$ cat config.mk
export PLATFORM = sky130hd
export DESIGN_NAME = skid_buf_62
export DESIGN_NICKNAME = d
export VERILOG_FILES = /design/src/rtl/npc_pipe_pkg.sv /design/src/rtl/skid_data_reg.sv /design/src/rtl/skid_buf_62.sv
export SDC_FILE = /design/constraint.sdc
export NUM_CORES = 1
export LEC_CHECK = 0
export CORE_MARGIN = 4
export CORE_UTILIZATION = 50
export CTS_CLUSTER_SIZE = 12
export DETAILED_ROUTE_END_ITERATION = 8
export HOLD_SLACK_MARGIN = 0.12
export PLACE_DENSITY = 0.87
export SKIP_CTS_REPAIR_TIMING = 1
export SLEW_MARGIN = 15
export SYNTH_ARGS = -nofsm -noshare
export SYNTH_HDL_FRONTEND = slang
export SYNTH_SLANG_ARGS = --single-unit
$ cat constraint.sdc
create_clock -name clk -period 2.4 [get_ports clk]
set_input_delay 0.36 -clock clk [delete_from_list [all_inputs] [get_ports clk]]
set_output_delay 0.36 -clock clk [all_outputs]
set_load 0.005 [all_outputs]
$ cat src/rtl/npc_pipe_pkg.sv
// Shared pipeline definitions: state encoding for two-entry skid buffers
// and a helper that turns a state into a word count.
package npc_pipe_pkg;

  typedef enum logic [1:0] {
    ST_EMPTY = 2'd0,
    ST_ONE   = 2'd1,
    ST_FULL  = 2'd2
  } skid_state_e;

  // The encoding is the word count, so occupancy falls straight out of the state.
  function automatic logic [1:0] occ_of(skid_state_e s);
    return logic'(1'b0) ? 2'd0 : 2'(s);
  endfunction

endpackage

$ cat src/rtl/skid_data_reg.sv
// WIDTH-wide payload register with load enable and asynchronous clear to zero.
module skid_data_reg #(
  parameter int WIDTH = 62
) (
  input  logic             clk,
  input  logic             rst_n,
  input  logic             load,
  input  logic [WIDTH-1:0] d,
  output logic [WIDTH-1:0] q
);

  // NOTE: payload is cleared on reset so out_data reads 0 while empty after reset;
  // the data path alone does not need it, validity is carried by the state flops.
  always_ff @(posedge clk or negedge rst_n) begin
    if (!rst_n) begin
      q <= '0;
    end else if (load) begin
      q <= d;
    end
  end

endmodule

$ cat src/rtl/skid_buf_62.sv
// Two-entry skid buffer: main entry drives the output, skid entry absorbs one
// word of backpressure so in_ready depends only on state flops.
module skid_buf_62
  import npc_pipe_pkg::*;
#(
  parameter int WIDTH = 62
) (
  input  logic             clk,
  input  logic             rst_n,
  input  logic             flush,
  input  logic             in_valid,
  output logic             in_ready,
  input  logic [WIDTH-1:0] in_data,
  output logic             out_valid,
  input  logic             out_ready,
  output logic [WIDTH-1:0] out_data,
  output logic [1:0]       occupancy
);

  skid_state_e      state_q, state_d;
  logic             main_load, skid_load, main_from_skid;
  logic [WIDTH-1:0] main_d, main_q, skid_q;
  logic             in_fire, out_fire;

  assign out_valid = (state_q != ST_EMPTY);
  assign in_ready  = (state_q != ST_FULL);
  assign occupancy = occ_of(state_q);
  assign out_data  = main_q;

  assign in_fire  = in_valid & in_ready;
  assign out_fire = out_valid & out_ready;

  // NOTE: every signal written here gets a default first, so no path leaves one unassigned (no latch).
  always_comb begin
    state_d        = state_q;
    main_load      = 1'b0;
    skid_load      = 1'b0;
    main_from_skid = 1'b0;
    case (state_q)
      ST_EMPTY: begin
        if (in_fire) begin
          main_load = 1'b1;
          state_d   = ST_ONE;
        end
      end
      ST_ONE: begin
        if (in_fire && out_fire) begin
          main_load = 1'b1;
        end else if (out_fire) begin
          state_d = ST_EMPTY;
        end else if (in_fire) begin
          skid_load = 1'b1;
          state_d   = ST_FULL;
        end
      end
      ST_FULL: begin
        if (out_fire) begin
          main_load      = 1'b1;
          main_from_skid = 1'b1;
          state_d        = ST_ONE;
        end
      end
      default: state_d = ST_EMPTY;
    endcase
    // Flush wins over any handshake in the same cycle; the accepted word is dropped.
    if (flush) begin
      state_d   = ST_EMPTY;
      main_load = 1'b0;
      skid_load = 1'b0;
    end
  end

  assign main_d = main_from_skid ? skid_q : in_data;

  // NOTE: sequential state uses non-blocking assignments so all flops sample pre-edge values.
  always_ff @(posedge clk or negedge rst_n) begin
    if (!rst_n) begin
      state_q <= ST_EMPTY;
    end else begin
      state_q <= state_d;
    end
  end

  skid_data_reg #(.WIDTH(WIDTH)) u_main (
    .clk   (clk),
    .rst_n (rst_n),
    .load  (main_load),
    .d     (main_d),
    .q     (main_q)
  );

  skid_data_reg #(.WIDTH(WIDTH)) u_skid (
    .clk   (clk),
    .rst_n (rst_n),
    .load  (skid_load),
    .d     (in_data),
    .q     (skid_q)
  );

endmodule

# Yosys cells after proc, flatten, opt, wreduce, memory -nomap -nowiden
# Index checks and enable logic that the tools add are counted.
[word_totals] reg_bits=126 input_bits=67 out_inout_bits=66 wordCells=34
[classes] eq_ne=7 mux=18 n_bitwise=2 n_reduce_logical=4
[op_table] cell="$mux W62" count=1
[op_table] cell="$mux W2" count=6
[op_table] cell="$mux W1" count=9
[op_table] cell="$ne A3 B3 Y1 const B" count=3
[op_table] cell="$pmux W2 S3" count=1
[op_table] cell="$ne A4 B4 Y1 const B" count=1
[op_table] cell="$reduce_and A4 Y1" count=1
[op_table] cell="$pmux W1 S3" count=1
[op_table] cell="$and A1 B1 Y1" count=2
[op_table] cell="$eq A2 B1 Y1 const B" count=1
[op_table] cell="$eq A2 B2 Y1 const B" count=1
[op_table] cell="$logic_not A2 Y1" count=1
[op_table] cell="$ne A2 B2 Y1 const B" count=1
[op_table] cell="$reduce_bool A2 Y1" count=1
[op_table] cell="$logic_and A1 B1 Y1" count=1

# Depth between registers and ports, before layout
# Gate-level depths: netlist of run 1.
[depth] depth_word=7 mapped_depth=5 depth_no_buf=4

# Cells and area by module
# Synthesis of run 1 repeated with hierarchy kept, for this count alone.
[unflattened] cells_unflattened=345 hier_area_um2=6343.6
[modules_own_cells] module="skid_data_reg" n_inst=2 cells_per_inst=131 area_per_inst_um2=2606.2 seq_area_each_um2=1551.5
[modules_own_cells] module="skid_buf_62" n_inst=1 cells_per_inst=83 area_per_inst_um2=1131.1 seq_area_each_um2=50.0

# Worst setup path after synthesis of run 1
# OpenSTA, ideal clock, no wires.
[synth_timing] kind="register to register" startpoint="register state_q[1], in the netlist occupancy[1]" endpoint="register u_main.q[0]" setup_time_ns=0.125 arrival_ns=1.552 required_time_ns=2.275 path_slack_ns=0.723 path_stages_with_launch=6 path_buffers=1 synth_period_minus_slack_ns=1.677 cell_sequence="dfrtp_1 -> and2b_1 -> nand2b_1 -> a21oi_4 -> buf_6 -> mux2_2"
[synth_via] elab_chain_cells=6 word_cells_on_any_way=15 cone_classes="3 x eq/ne; 7 x mux; 2 x bitwise; 3 x reduce/logical"
[synth_lines] element="start: declaration" line_no="skid_buf_62.sv:20" source="skid_state_e state_q, state_d;"
[synth_lines] element="start signal: assignment" line_no="skid_buf_62.sv:80" source="state_q <= state_d;"
[synth_lines] element="$ne A2 B2 Y1 or $reduce_bool A2 Y1 (tied branches)" line_no="skid_buf_62.sv:26, skid_buf_62.sv:25"
[synth_lines] element="$and A1 B1 Y1, on equally long branches" line_no="skid_buf_62.sv:30, skid_buf_62.sv:31"
[synth_lines] element="$logic_and A1 B1 Y1" line_no="skid_buf_62.sv:47" source="if (in_fire && out_fire) begin"
[synth_lines] element="$mux W1" line_no="skid_buf_62.sv:47"
[synth_lines] element="$pmux W1 S3" line_no="skid_buf_62.sv:39" source="case (state_q)"
[synth_lines] element="$mux W1" line_no="skid_buf_62.sv:66" source="if (flush) begin"
[synth_lines] element="end signal: assignment" line_no="skid_data_reg.sv:16" source="q <= '0;"
[synth_lines] element="end signal: assignment" line_no="skid_data_reg.sv:18" source="q <= d;"
[synth_lines] element="end: declaration" line_no="skid_data_reg.sv:9" source="output logic [WIDTH-1:0] q"
# Several ways; a longest one is shown, not always the timed one.
# A chain may end at the register's enable or synchronous reset.

# Final worst setup path of run 1
[layout_timing] startpoint="register state_q[0], in the netlist occupancy[0]" endpoint="output out_valid"
[layout_via] elab_chain_cells=1
[layout_lines] element="$reduce_bool A2 Y1" line_no="skid_buf_62.sv:25" source="assign out_valid = (state_q != ST_EMPTY);"
[layout_lines] element="end: declaration" line_no="skid_buf_62.sv:14" source="output logic out_valid,"
# No other way between the ends.

==> metrics.txt, run 1 <==
NumNets Final=554; vias per cell=5.28; pin count of the biggest net entering global routing=65; Hold Crit Class=input pin to asynchronous set/reset pin; clk buf depth=2; worst endpoint required time=2040 ps; final worst slack=259 ps; row cnt=38; PD cells=894 nW/um^2; synthesized area per cell=16.0 sq um; Unique masters post-synth=18; Final Max Tran Viols=0; Comb power frac=19.2%; Place WS=158 ps; DRC=0; Inserted Clock Buffers=17; status=finished clean; Die X=113 um; CTS clk-pin slew, worst paths=60 ps; DP Cell Count=607; final std cells w/o fill=640; first-pass GRT wire length=19.4 mm; CP endpoint kind=output pin; total die area=12800 sq um; Worst EP arrival=1780 ps; leak pwr=3.22 nW; Area Growth Syn to Fin=37.7%; Power Internal=5.20 mW; Seq/Total Area, Yosys=57.0%; number of diodes=0; Initial Util=51.0%; commonest non-fill, non-tap cell in the layout=mux2_2; detailed-route via count=3380; CTS tree=built; Fin Clk Skew=7.55 ps; routability cong.=0.754; CTS sink cnt=126; Crit Path Max Fanout=7; P_sw=1.61 mW; Ys Warns=0; most frequent cells in the layout=186 x mux2_2, 131 x clkdlybuf4s50_1, 126 x dfrtp_1; Setup crit start kind=flop; number of port buffers=132; unrepaired setup endpoints after global routing=no; DIE HEIGHT=113 um; I/O Pins=133; DR iter-0 viols=137; CP peak stage delay=490 ps; clk_lat worst skew=490 ps; WS Path Type=flop to output pin; Sw Ratio=23.7%; Root Driver=clkbuf_8; relative slew slack=65.3%; Clock power frac=38.0%; DP HPWL=7.60 mm; Total GRT Usage=19.0%; initial antenna violation count=0; WL per Instance=18.0 um; GRT overflow=0; Post-DRT Antenna Nets=0; period utilization=89.2%; synthesized cell area=5530 sq um; worst-path cell chain=or2_2 -> clkdlybuf4s50_1; Fin. Hold Viols=0; DRT Pass-1 Iters=4; Gate Count Post-Synth=346; Peak VDD IR=469 uV; Final Setup Violations=0; Max-Cap Viols=0; Core Area=10800 sq um; slowest CP cell=dfrtp_1; clock period minus worst slack=2140 ps; vias in the first global route=3885; worst slew pin tran=520 ps; share of post-route cells with drive strength above 1=46.4%; Achievable Freq=467 MHz; total power draw=6.81 mW; H-Tree Depth=4; Routed Wire Length=11.5 mm; Post-Syn Nets=413; Yosys reg bits=126; Post-Route Setup TNS=0 ps; Reg power frac=42.8%
==> power by group through the flow <==
stage,Sequential [mW],Combinational (mW),Clock [mW]
floorplan,2.88,0.598,0
global route,2.97,1.42,2.76
CTS,2.91,1.33,2.64
detailed placement,2.93,1.32,0
finish,2.91,1.31,2.59
global placement,2.90,1.27,0
==> critical path, delay by kind of cell, from the launching register on <==
| kind | cells | cell delay (ps) |
|---|---|---|
| and+or+nand+nor | 1 | 350 |
| DFF | 1 | 490 |
| buffers and inverters | 1 | 450 |
==> registers in the layout, indices dropped and copies added (netlist names) <==
| signal | cells |
|---|---|
| occupancy | 2 |
| u_main.q | 62 |
| u_skid.q | 62 |
==> routing by layer <==
metal / vias up / wire length (um) / track usage (%)
met1: 1738 / 4810 / 23.6
met4: 0 / 114 / 6.01
met3: 10 / 645 / 5.83
li1: 1531 / - / -
met2: 101 / 5980 / 31.9
met5: - / 0 / 0
==> logic make-up (layout without fill, tap and decap cells) <==
group | Yosys count | count (layout) | synth area share [%]
AO/OA/AOI/OAI | 4 | 4 | 0.679
flip-flops | 126 | 126 | 57.0
AND/OR/NAND/NOR | 10 | 10 | 1.20
buffers and inverters | 19 | 173 | 3.05
multiplexers | 187 | 187 | 38.1
==> layout make-up <==
class	instances	area, sq um
Fill cell	743	3230
Sequential cell	126	3150
Multi-Input combinational cell	201	2220
Timing Repair Buffer	140	1460
Clock buffer	19	442
Tap cell	140	175
Clock inverter	13	163
Inverter	1	3.75
==> final timing paths <==
path / start / to / slack [ps] / cells after the start
max: occupancy[0]$_DFFE_PN0P_ / out_valid / 260 / 2
min: rst_n / u_skid.q[61]$_DFFE_PN0P_ / 400 / 2
max reg2reg: occupancy[1]$_DFFE_PN0P_ / u_main.q[56]$_DFFE_PN0P_ / 540 / 5
min reg2reg: u_skid.q[30]$_DFFE_PN0P_ / u_skid.q[30]$_DFFE_PN0P_ / 500 / 1
max in group asynchronous: rst_n / u_skid.q[21]$_DFFE_PN0P_ / 1280 / 3
min in group clk: u_skid.q[30]$_DFFE_PN0P_ / u_skid.q[30]$_DFFE_PN0P_ / 500 / 1
==> cells in the mapped netlist <==
library cell,count,area (sq um)
nor3_1,1,5.00
and2b_1,1,7.51
a21oi_4,1,16.3
buf_2,6,30.0
nand3_1,1,5.00
o21ai_2,1,8.76
nand2_4,1,11.3
nand2b_1,1,6.26
mux2_2,186,2090
o21a_1,1,7.51
nor2_1,3,11.3
or2_2,1,6.26
nor2b_4,1,13.8
a21oi_1,1,5.00
inv_1,1,3.75
mux2i_1,1,10.0
buf_6,12,135
dfrtp_1,126,3150
==> metrics by stage <==
stage | instance area, sq um | util (%) | hold WS [ps]
2_1_floorplan | 5530 | - | 64.4
6_report | 7610 | 70.2 | 397
5_1_grt | 7610 | 70.2 | 419
3_5_place_dp | 7000 | 64.6 | 372
3_3_place_gp | 7000 | 64.6 | 357
4_1_cts | 7600 | 70.1 | -163
(Power assumes the default switching activity.)
==> inputs of run 2 (changes only) <==
- SKIP_LAST_GASP: not set -> 1
==> results of run 2 <==
The final DEF is identical to that of run 1; final timing and power are the same.
==> inputs of run 3 (changes only) <==
- CORE_UTILIZATION: 50 -> 35
- PLACE_DENSITY: 0.87 -> 0.67
- TNS_END_PERCENT: not set -> 5
==> run 3 against run 2 <==
Effect of this change: combinational power hardly changed; clock power down 3%; clock skew is 5.0 ps higher; critical path depth unchanged; first-iteration DRC count fell by 26%; wire length grew 3.2%; maximum frequency is 2.0% higher; core utilization fell by 20 points; non-clock buffer count up 4; design area rose by 1.6%; worst setup slack gained 42 ps; hold slack worse by 38 ps; largest cell class unchanged.
==> metrics.txt, run 3 (synthesis gave the netlist of run 1 again) <==
Setup crit start kind=flop; Final Setup Violations=0 (unchanged); routability cong.=0.700 (-7.2%); crit path buf inv count=1 (unchanged); worst endpoint required time=2040 ps (about the same); Place WS=159 ps (+0.251 ps); Crit Reg-Reg Startpoint=occupancy[0]$_DFFE_PN0P_; crit path from=occupancy[0]$_DFFE_PN0P_; worst-path cell chain=or2_2 -> clkdlybuf4s50_1; Post-DRT Antenna Nets=0 (unchanged); WS Path Type=flop to output pin; status=finished clean; CTS clk-pin slew, worst paths=60 ps (about the same); Worst EP arrival=1740 ps (-40 ps); Die X=134 um (+18%); DR iter-0 viols=102 (-26%); reg2reg setup slack=530 ps (about the same); Total GRT Usage=14.1% (-4.9 points); Routed Wire Length=11.9 mm (+3.2%); row cnt=45 (+18%); Final Max Tran Viols=0 (unchanged); most frequent cells in the layout=186 x mux2_2, 131 x clkdlybuf4s50_1, 126 x dfrtp_1; Fin Hold WS=359 ps (-38.1 ps); DRT Pass-1 Iters=4 (unchanged); Crit Path Max Fanout=7 (unchanged); Fin. Hold Viols=0 (unchanged); leak pwr=3.24 nW (+0.68%); Max-Cap Viols=0 (unchanged); number of cells on the critical path=2 (unchanged); CP peak stage delay=500 ps (about the same); final worst slack=302 ps (+42.3 ps); Top delay family on crit path=flip-flops; slowest CP cell=dfrtp_1; Area Growth Syn to Fin=39.8%; fill cell count=1311 (+76%); WL per Instance=16.7 um (-7.2%); Inserted Clock Buffers=17 (unchanged); Reg area=3150 sq um (unchanged); first-pass GRT wire length=19.7 mm (+1.9%); vias in the first global route=3755 (-3.3%); Fin Clk Skew=12.6 ps (+5.01 ps); number of port buffers=132 (unchanged); CP Capture Point=out_valid; share of post-route cells with drive strength above 1=45.9% (-0.49 points); Initial Util=36.1% (-15 points); DP HPWL=8.30 mm (+9.2%); NumNets Final=558 (+0.72%); CP endpoint kind=output pin; footprint of the multi-input gates=2220 sq um (unchanged); Core Area=15300 sq um (+41%); RR Endpoint=u_main.q[61]$_DFFE_PN0P_; PD cells=868 nW/um^2 (-2.9%); Root Driver=clkbuf_16; worst slew pin tran=511 ps (-9.35 ps); I/O Pins=133 (unchanged); GRT overflow=0 (unchanged); total die area=17900 sq um (+40%); Hold Crit Class=input pin to asynchronous set/reset pin; DIE HEIGHT=134 um (+18%); relative slew slack=65.9% (+0.62 points); initial antenna violation count=0 (unchanged); Peak VDD IR=472 uV (+0.61%); unrepaired setup endpoints after global routing=no; vias per cell=4.75 (-10%); period utilization=87.4% (-1.8 points); pin count of the biggest net entering global routing=71 (+9.2%); clock period minus worst slack=2100 ps (-42.3 ps); CTS sink cnt=126 (unchanged); clk_lat worst skew=410 ps (-80 ps); Achievable Freq=477 MHz (+2.0%); H-Tree Depth=4 (unchanged); clk buf depth=2 (unchanged); worst reg2reg path depth=5 (unchanged); detailed-route via count=3384 (+0.12%); Post-Route Setup TNS=0 ps (unchanged); commonest non-fill, non-tap cell in the layout=mux2_2; number of diodes=0 (unchanged); CTS tree=built; DRC=0 (unchanged)
run 3: cell count changes in the layout (fill, tap and decap cells not counted), sizes merged:
cell	previous run	this run
buf	8	12
clkinv	5	4
inv	3	1
clkbuf	19	21
clkinvlp	3	1
run 3: how the worst min path moves through the flow:
stage / to / slack [ps] / cells after the start
6_report: u_main.q[3]$_DFFE_PN0P_ / 360 / 2
5_1_grt: u_skid.q[5]$_DFFE_PN0P_ / 360 / 2
4_1_cts: u_main.q[3]$_DFFE_PN0P_ / -200 / 1
3_5_place_dp: u_skid.q[3]$_DFFE_PN0P_ / 250 / 1
3_3_place_gp: u_skid.q[3]$_DFFE_PN0P_ / 250 / 1
2_1_floorplan: occupancy[0]$_DFFE_PN0P_ / 60 / 0
run 3: per-stage QoR:
stage	instances	utilization, %	area (sq um)	total power, mW
finish	712	50.5	7730	6.71
global route	712	50.5	7730	7.06
CTS	711	50.4	7720	6.82
floorplan	346	-	5530	3.48
detailed placement	682	46.7	7160	4.27
global placement	682	46.7	7160	4.20
run 3: metal layers:
layer  share of wire [%]  vias up  global-route usage [%]
met5                   0        -                       0
met4                 1.2        0                    5.37
met3                 5.5       12                    4.68
met2                  49       92                    22.5
met1                  44     1743                    17.7
li1                    -     1537                       -
run 3: area by class of cell:
type,count,share of cell area [%]
clock inverters,8,1.52
flip-flops and latches,126,40.8
multi-input cells,201,28.7
inverters,1,0.0485
clock buffers,21,5.82
well taps,211,3.41
repair buffers,144,19.7
run 3: where the power goes:
part,internal (mW),switching (mW)
Clock,1.63,0.873
Sequential,2.64,0.260
Combinational,0.925,0.384
